===== src/rtl/cpu_pkg.sv =====
// rtl/cpu_pkg.sv - shared opcodes, IR field helpers and fetch state encoding
package cpu_pkg;

   localparam logic [2:0] OP_MV  = 3'd0;
   localparam logic [2:0] OP_MVI = 3'd1;
   localparam logic [2:0] OP_ADD = 3'd2;
   localparam logic [2:0] OP_SUB = 3'd3;

   typedef enum logic [2:0] {
      S_IDLE,
      S_FETCH,
      S_LATCH,
      S_IMM_FETCH,
      S_IMM_LATCH,
      S_ISSUE,
      S_WAIT_DONE,
      S_HALT
   } fetch_state_t;

   function automatic logic [2:0] ir_opcode(input logic [8:0] ir);
      return ir[8:6];
   endfunction

   function automatic logic [2:0] ir_rx(input logic [8:0] ir);
      return ir[5:3];
   endfunction

   function automatic logic [2:0] ir_ry(input logic [8:0] ir);
      return ir[2:0];
   endfunction

endpackage


===== src/rtl/fetch_pc_reg.sv =====
// rtl/fetch_pc_reg.sv - program counter with load/increment/hold, wraps modulo 2**ADDR_W
module fetch_pc_reg #(
   parameter int              ADDR_W   = 6,
   parameter logic [ADDR_W-1:0] START_PC = '0
) (
   input  logic              clk,
   input  logic              Reset,
   input  logic              load,
   input  logic              inc,
   output logic [ADDR_W-1:0] pc
);

   always_ff @(posedge clk) begin
      if (Reset || load) begin
         pc <= START_PC;
      end else if (inc) begin
         pc <= pc + ADDR_W'(1);
      end
   end

endmodule


===== src/rtl/instr_fetch_unit.sv =====
// rtl/instr_fetch_unit.sv - fetch sequencer feeding IR/DIN to the control unit with Run/Done handshake
module instr_fetch_unit
   import cpu_pkg::*;
#(
   parameter int ADDR_W     = 6,
   parameter int DATA_W     = 9,
   parameter int START_ADDR = 0,
   parameter int TIMEOUT    = 16
) (
   input  logic              clk,
   input  logic              Reset,
   input  logic              Start,
   output logic [ADDR_W-1:0] MemAddr,
   output logic              MemRd,
   input  logic [8:0]        MemData,
   output logic [8:0]        IR,
   output logic [DATA_W-1:0] DIN,
   output logic              Run,
   input  logic              Done,
   output logic [ADDR_W-1:0] PC,
   output logic              Busy,
   output logic              Halted,
   output logic              Error
);

   localparam logic [ADDR_W-1:0] START_PC = ADDR_W'(START_ADDR);
   localparam int                CNT_W    = $clog2(TIMEOUT);
   localparam logic [CNT_W-1:0]  CNT_LAST = CNT_W'(TIMEOUT - 1);

   fetch_state_t     state, state_nxt;
   logic [CNT_W-1:0] cnt;
   logic             pc_load, pc_inc, ir_load, din_load;
   logic             cnt_clr, cnt_inc, err_set, err_clr;

   fetch_pc_reg #(
      .ADDR_W   (ADDR_W),
      .START_PC (START_PC)
   ) u_pc (
      .clk   (clk),
      .Reset (Reset),
      .load  (pc_load),
      .inc   (pc_inc),
      .pc    (PC)
   );

   assign MemAddr = PC;
   assign Busy    = (state != S_IDLE) && (state != S_HALT);
   assign Halted  = (state == S_HALT);

   always_ff @(posedge clk) begin
      if (Reset) begin
         state <= S_IDLE;
      end else begin
         state <= state_nxt;
      end
   end

   always_comb begin
      state_nxt = state;
      pc_load   = 1'b0;
      pc_inc    = 1'b0;
      ir_load   = 1'b0;
      din_load  = 1'b0;
      cnt_clr   = 1'b0;
      cnt_inc   = 1'b0;
      err_set   = 1'b0;
      err_clr   = 1'b0;
      MemRd     = 1'b0;
      Run       = 1'b0;
      case (state)
         S_IDLE, S_HALT: begin
            if (Start) begin
               state_nxt = S_FETCH;
               pc_load   = 1'b1;
               err_clr   = 1'b1;
            end
         end
         S_FETCH: begin
            MemRd     = 1'b1;
            state_nxt = S_LATCH;
         end
         S_LATCH: begin
            ir_load = 1'b1;
            pc_inc  = 1'b1;
            case (ir_opcode(MemData))
               OP_MVI:                state_nxt = S_IMM_FETCH;
               OP_MV, OP_ADD, OP_SUB: state_nxt = S_ISSUE;
               default:               state_nxt = S_HALT;
            endcase
         end
         S_IMM_FETCH: begin
            MemRd     = 1'b1;
            state_nxt = S_IMM_LATCH;
         end
         S_IMM_LATCH: begin
            din_load  = 1'b1;
            pc_inc    = 1'b1;
            state_nxt = S_ISSUE;
         end
         S_ISSUE: begin
            Run       = 1'b1;
            cnt_clr   = 1'b1;
            state_nxt = S_WAIT_DONE;
         end
         S_WAIT_DONE: begin
            // Done is checked first so a completion on the last allowed cycle still counts
            if (Done) begin
               state_nxt = S_FETCH;
            end else if (cnt == CNT_LAST) begin
               state_nxt = S_HALT;
               err_set   = 1'b1;
            end else begin
               cnt_inc = 1'b1;
            end
         end
         default: state_nxt = S_IDLE;
      endcase
   end

   always_ff @(posedge clk) begin
      if (Reset) begin
         IR    <= '0;
         DIN   <= '0;
         cnt   <= '0;
         Error <= 1'b0;
      end else begin
         if (ir_load) begin
            IR <= MemData;
         end
         if (din_load) begin
            DIN <= DATA_W'(MemData);
         end
         if (cnt_clr) begin
            cnt <= '0;
         end else if (cnt_inc) begin
            cnt <= cnt + CNT_W'(1);
         end
         if (err_clr) begin
            Error <= 1'b0;
         end else if (err_set) begin
            Error <= 1'b1;
         end
      end
   end

endmodule


===== config.mk =====
export PLATFORM = sky130hd
export DESIGN_NAME = instr_fetch_unit
export DESIGN_NICKNAME = d
export VERILOG_FILES = /design/src/rtl/cpu_pkg.sv /design/src/rtl/fetch_pc_reg.sv /design/src/rtl/instr_fetch_unit.sv
export SDC_FILE = /design/constraint.sdc
export NUM_CORES = 1
export LEC_CHECK = 0
export CAP_MARGIN = 20
export CORE_UTILIZATION = 48
export DETAILED_ROUTE_END_ITERATION = 10
export PLACE_DENSITY = 0.84
export SKIP_CTS_REPAIR_TIMING = 1
export SYNTH_ARGS = -nofsm -noshare
export SYNTH_HDL_FRONTEND = slang
export SYNTH_SLANG_ARGS = --single-unit

===== constraint.sdc =====
create_clock -name clk -period 4 [get_ports clk]
set_input_delay 0.6 -clock clk [delete_from_list [all_inputs] [get_ports clk]]
set_output_delay 0.6 -clock clk [all_outputs]
set_load 0.02 [all_outputs]

Yosys cells after proc, flatten, opt, wreduce, memory -nomap -nowiden
Cells that the tools add are included.
{ "word_totals": {"input_bits": 13, "output_inout_bits": 35, "register_bits": 32, "word_cells": 52} }
{ "op_classes": {"n_reduce_logical": 12, "n_mux": 18, "add_sub_neg": 2, "n_eq_ne": 14} }
{ "op_table": {"columns": ["operator", "count"], "rows": [
  ["3-bit one-hot mux with 7 select lines", 1],
  ["1-bit 2-to-1 mux", 13],
  ["3-bit by 2-bit == test with 1-bit output (second input constant)", 4],
  ["3-bit == test (second input constant)", 4],
  ["2-bit OR reduction", 5],
  ["3-bit 2-to-1 mux", 3],
  ["6-bit by 1-bit adder with 6-bit output (second input constant)", 1],
  ["3-bit by 1-bit == test with 1-bit output (second input constant)", 2],
  ["3-bit zero test", 2],
  ["3-bit inequality test (second input constant)", 2],
  ["3-bit one-hot mux with 2 select lines", 1],
  ["4-bit by 1-bit adder with 4-bit output (second input constant)", 1],
  ["4-bit == test (second input constant)", 1],
  ["3-bit nonzero test", 1],
  ["3-bit OR reduction", 1],
  ["2-bit inequality test (second input constant)", 1],
  ["2-bit AND reduction", 1],
  ["1-bit logical AND", 1],
  ["1-bit logical OR", 1]
]} }

Logic depth before layout (Yosys ltp)
Gate-level depths: netlist of the first run.
{ "logic_depth": {"depth_word": 4, "mapped_depth": 6, "ltp_nobuf": 5} }

Cells and area by module
A second synthesis of the first run with hierarchy kept.
{ "hier_totals": {"cells_unflattened": 157, "hier_area_um2": 1377.6} }
{ "by_module_without_submodules": {"columns": ["module", "area_per_inst_um2", "seq_area_each_um2", "instances", "cells_each"], "rows": [
  ["instr_fetch_unit", 1128.6, 520.5, 1, 131],
  ["fetch_pc_reg", 249.0, 120.1, 1, 26]
]} }

Least setup slack after synthesis of the first run
Ideal clock, no wire load.
{ "synth_path": {"path_kind": "register -> output", "startpoint": "register state[1]", "endpoint": "output Busy", "stages_incl_launch_ff": 4, "path_slack_ns": 2.350, "n_path_buf": 1, "required_ns": 3.400, "t_arrival_ns": 1.050, "path_cell_list": "dfxtp_1 -> buf_4 -> and3_1 -> nor2_1"} }
{ "synth_via": {"elab_chain_cells": 2, "word_cells_on_any_way": 3, "cone_classes": "1 x eq/ne; 2 x reduce/logical"} }
{ "synth_rtl": {"columns": ["item", "line", "rtl"], "rows": [
  ["start: declaration", "instr_fetch_unit.sv:30", "fetch_state_t state, state_nxt;"],
  ["start signal: assignment", "instr_fetch_unit.sv:54", "state <= state_nxt;"],
  ["3-bit inequality test / 3-bit nonzero test (equally long branches)", "instr_fetch_unit.sv:47", "assign Busy = (state != S_IDLE) && (state != S_HALT);"],
  ["1-bit logical AND *", "instr_fetch_unit.sv:47", null],
  ["end: declaration", "instr_fetch_unit.sv:21", "output logic Busy,"]
]} }
Every way passes the cells marked *; elsewhere a longest branch is shown, timed or not.

Worst setup path in the final report of the first run
{ "layout_path": {"startpoint": "register state[0]", "endpoint": "output Busy"} }
The elaborated chain is that of the path after synthesis.

==> results.yml, run 1 <==
status:
  status: "completed"
routing:
  ant_nets: 0
  wire_per_inst_microns: 13.3
  vias: 1256
  viasPerCell: 5.34
  routed_wl_mm: 3.13
  firstDrtPassIters: 4
  drtIter0Drc: 31
  drc_errors: 0
synth:
  synth_nets: 177
  syn_inst: 162
  ys_seq_area_share_pct: 45.7
  synth_cell_type_count: 30
  synth_area_sq_mm: 0.00140
  syn_area_per_cell_sq_um: 8.66
  synth-async-reset-ratio_pct: 0
  synth_area_leader_cell: "dfxtp_1"
  ys.flop_type: "dfxtp_1"
  yosys_warnings: 0
  synth_edf_count: 0
  synth_area_leaders: "dfxtp_1 (46%), mux2i_1 (6.4%), nor2_1 (6.4%)"
  synth_top_area_share_pct: 45.7
  ys_seq_elements: 32
clock_tree:
  cts-buffers-inserted: 5
  ctsRootBufferMaster: "clkbuf_4"
  clock_latency_ns: 0.32
  cts_tree: "done"
  cts_htree_levels: 2
  clk_pin_slew_ns: 0.09
  cts.path.max_buffers: 2
  cts_sinks: 32
floorplanning:
  coreArea_sq_mm: 0.00276
  design.die.area_sq_mm: 0.00314
  ios: 48
  chipWidth_microns: 56.1
  dieHeight_microns: 56.1
  initial_utilization_pct: 50.9
  fp-row-count: 19
final_layout:
  diodes: 0
  fin_util_pct: 68.6
  mostFrequentLayoutCell: "clkdlybuf4s50_1"
  drive_above_1_share_pct: 4.41
  fin_nets: 218
  final_cell_mix: "clkdlybuf4s50_1 (47), dfxtp_1 (32), nor2_1 (24)"
  syn2layout_area_growth_pct: 34.8
  stdcell_area_sq_mm: 0.00189
critical_path:
  max_stage_delay_ns: 0.69
  critPathBufInv: 1
  critPathArrivalTime_ns: 1.96
  start_kind: "flip-flop"
  crit_path_end_kind: "output pin"
  critical_path.top_delay_family: "flip-flops"
  reg2reg_depth: 4
  crit_chain: "nor3_1, nor2_1, clkdlybuf4s50_1"
  slowest_stage: "dfxtp_1"
  r2r-start: "state[0]"
  r2r_end: "state[1]"
  crit_path_max_fanout: 18
  r2r_slack_ns: 2.42
  path_class: "reg -> out"
  crit_required_ns: 3.40
hold_path:
  min_to: "DIN[8]"
  hold_path.startpoint: "DIN[8]"
  hold_path_class: "reg -> reg"
  hold-path-cell-count: 2
sta:
  min_period_ns: 2.56
  fin_crit_sh_pct: 64.1
  setup_viol: 0
  fmax_mhz: 390
  max_slew_margin_pct: 46.9
  hold_slack_ns: 0.465
  worstMarginPinSlew_ns: 0.794
  maxSlewViolCount: 0
  finalSetupTns_ns: 0
  hold_viol_final: 0
  fin_skew_ns: 0.00337
  rsz0062_at_grt: "no"
job:
  drv_cap: 0
global_routing:
  grt_pass1_vias: 1232
  track_usage_pct: 22.0
  grt_pass1_wl_mm: 5.35
  antenna_found_initial: 0
  overflow: 0
  grt_max_degree: 24
power_and_ir_drop:
  pwr_density_cell_mw_per_mm2: 504
  p_leak_nw: 0.670
  peakVddDrop_mv: 0.424
placement:
  placed_cell_area_sq_mm: 0.00183
  gp_congestion: 0.784
  io_buffers: 47
  dp_hpwl_mm: 2.33
-- per-stage QoR --
step	worst slack, ns	power, W	std cells
after detailed placement	1.80	0.000773	227
after global routing	1.28	0.00102	235
after global placement	1.89	0.000760	227
after CTS	1.44	0.000960	235
after floorplan	2.35	0.000648	162
final	1.44	0.000952	235
-- synth_stat cells (2+ instances only) --
cell type and count:
a21oi_1 15, and3_1 3, buf_2 4, buf_4 8
clkbuf_1 2, dfxtp_1 32, ha_1 2, mux2i_1 9
nand2_1 23, nand3_1 5, nor2_1 24, nor2b_1 3
nor3_1 6, o21ai_0 5, xnor2_1 5, xor2_1 2
-- state kept, by name, indices dropped and copies added (netlist names) --
register  count
u_pc.pc       6
DIN           9
state         3
Error         1
IR            9
cnt           4
-- final cells by class --
type	instances	area [sq um]
Timing Repair Buffer	48	478
Tap cell	31	38.8
Sequential cell	32	641
Inverter	1	3.75
Multi-Input combinational cell	115	671
Clock buffer	8	58.8
Fill cell	237	867
-- worst max-delay path by stage --
stage	start	to	cells past startpoint
final	state[0]	Busy	3
after global routing	state[0]	Busy	3
after CTS	state[0]	Busy	3
after detailed placement	state[0]	Busy	3
after global placement	state[0]	Halted	2
after floorplan	state[1]	Busy	3
-- cells by family after synthesis --
kind of cell	Yosys count	share of synthesized area [%]
compound gates	24	9.46
xor+xnor	8	5.53
fa+ha+maj	2	1.78
buf+inv	15	6.51
flops	32	45.7
mux	9	6.42
simple gates	72	24.6
-- where the power goes --
group          internal (W)  switching (W)
logic              0.000163       0.000187
clock network     0.0000866      0.0000986
registers          0.000360      0.0000560
-- per-layer routing --
layer / wire [microns] / share of wire [%] / track usage, %
met1: 1200 / 38 / 22.9
met4: 38 / 1.2 / 5.92
met2: 1620 / 52 / 38.8
met5: 0 / 0 / 0
met3: 274 / 8.7 / 11.2
-- worst reg2reg max path, stage by stage, from the launching register on --
cell,delay (ns)
dfxtp_1,0.69
and4bb_1,0.32
nand2_1,0.16
o31a_1,0.19
a21oi_1,0.07
No activity file was read; power rests on OpenSTA's default activity.
==> run 2, diff against run 1 <==
Settings changed: CORE_UTILIZATION 48 to 44, PLACE_DENSITY 0.84 to 0.78.
Clock period 4 ns to 2.7 ns, I/O delays scaled along.
==> run 2 against run 1 <==
Against the previous run:
- sequential share of layout area fell by 0.42 points
- utilization decreased by 5.3 points
- design area rose by 1.3%
- critical path depth down 1
==> results.yml, run 2 (synthesis gave the netlist of run 1 again) <==
status:
  status: "completed"
power_and_ir_drop:
  p_total_w: 0.00142
  peakVddDrop_mv: 0.448
  p_leak_nw: 0.675
  pwr_density_cell_mw_per_mm2: 740
routing:
  drc_errors: 0
  viasPerCell: 5.09
  wire_per_inst_microns: 12.3
  routed_wl_mm: 3.07
  ant_nets: 0
  vias: 1267
  firstDrtPassIters: 4
  drtIter0Drc: 37
sta:
  min_period_ns: 2.30
  hold_viol_final: 0
  max_slew_margin_pct: 64.3
  maxSlewViolCount: 0
  rsz0062_at_grt: "no"
  fin_skew_ns: 0.00514
  finalSetupTns_ns: 0
  worstMarginPinSlew_ns: 0.535
  setup_viol: 0
  fin_crit_sh_pct: 85.2
  fmax_mhz: 435
clock_tree:
  cts_sinks: 32
  cts_tree: "done"
  clk_pin_slew_ns: 0.10
  cts-buffers-inserted: 5
  ctsRootBufferMaster: "clkbuf_4"
  cts_htree_levels: 2
  clock_latency_ns: 0.33
  cts.path.max_buffers: 2
final_layout:
  fin_cells: 249
  diodes: 0
  biggestRegsByFlops: "DIN x9, IR x9, u_pc.pc x6"
  mostFrequentLayoutCell: "clkdlybuf4s50_1"
  regArea_sq_um: 641
  fin_nets: 219
  final_cell_mix: "clkdlybuf4s50_1 (47), dfxtp_1 (32), nor2_1 (24)"
  num-fill-cells: 271
  drive_above_1_share_pct: 4.88
  syn2layout_area_growth_pct: 36.5
  multi_input_area_sq_um: 671
critical_path:
  cp-startpoint: "state[0]"
  crit_path_max_fanout: 18
  r2r_slack_ns: 1.19
  r2r_end: "state[1]"
  r2r-start: "state[0]"
  start_kind: "flip-flop"
  critPathArrivalTime_ns: 1.90
  crit_required_ns: 2.30
  worstSetupEndpoint: "Halted"
  path_class: "reg -> out"
  crit_path_end_kind: "output pin"
  reg2reg_depth: 4
floorplanning:
  initial_utilization_pct: 46.3
  ios: 48
  coreArea_sq_mm: 0.00303
  design.die.area_sq_mm: 0.00342
  chipWidth_microns: 58.5
  dieHeight_microns: 58.5
  fp-row-count: 20
global_routing:
  grt_pass1_wl_mm: 5.00
  gr-usage-met1_pct: 22.1
  antenna_found_initial: 0
  use_met2_pct: 32.3
  use_met3_pct: 6.81
  top_usage_layer: "met2"
  grt_pass1_vias: 1159
  overflow: 0
  track_usage_pct: 19.6
  grt_max_degree: 24
hold_path:
  hold_path_class: "reg -> reg"
placement:
  placedCellCount: 241
  dp_hpwl_mm: 2.32
  gp_congestion: 0.712
  io_buffers: 47
job:
  drv_cap: 0
run 2: cell count changes in the layout (fill, tap and decap cells not counted):
| cell | before | now |
|---|---|---|
| buf_4 | 1 | 2 |
run 2: cell type report:
cell class / instances / share of cell area, %
multi-input combinational: 115 / 35.0
sequential: 32 / 33.5
timing repair buffer: 49 / 25.4
clock buffer: 8 / 3.07
tap: 44 / 2.88
inverter: 1 / 0.196
run 2: metrics by stage:
| step | hold WS (ns) | instance area, sq um | setup slack [ns] | utilization, % |
|---|---|---|---|---|
| global route | 0.483 | 1910 | 0.255 | 63.2 |
| floorplan | 0.449 | 1400 | 1.24 | - |
| CTS | 0.459 | 1910 | 0.369 | 63.2 |
| detailed placement | 0.449 | 1860 | 0.755 | 61.3 |
| finish | 0.458 | 1910 | 0.399 | 63.2 |
| global placement | 0.445 | 1860 | 0.788 | 61.3 |
run 2: how the worst min path moves through the flow:
stage	depth (start not counted)	to	from	slack (ns)
2_1_floorplan	2	cnt[1]	cnt[1]	0.45
3_3_place_gp	2	DIN[2]	DIN[2]	0.44
3_5_place_dp	2	DIN[2]	DIN[2]	0.45
4_1_cts	2	DIN[2]	DIN[2]	0.46
5_1_grt	2	DIN[7]	DIN[7]	0.48
6_report	2	DIN[2]	DIN[2]	0.46
run 2: layer usage:
metal	vias to the layer above	routed length (microns)
met5	-	0
met4	0	59
met3	8	254
met2	45	1500
met1	593	1260
li1	621	-
run 2: where the power goes:
group | internal, W | leakage, nW | switching, W | total, W
sequential | 0.000534 | 0.259 | 0.0000808 | 0.000615
combinational | 0.000242 | 0.383 | 0.000275 | 0.000517
clock | 0.000128 | 0.0326 | 0.000156 | 0.000285
total | 0.000905 | 0.675 | 0.000512 | 0.00142
run 2: worst max-delay path: stages, from the launching register on:
cell and delay, ns:
dfxtp_1 0.67, and3_1 0.28, clkdlybuf4s50_1 0.61
==> run 3, diff against run 2 <==
Settings changed: CTS_CLUSTER_SIZE set to 25.
==> results of run 3 <==
No change in the layout: final DEF, timing and power equal those of run 2.
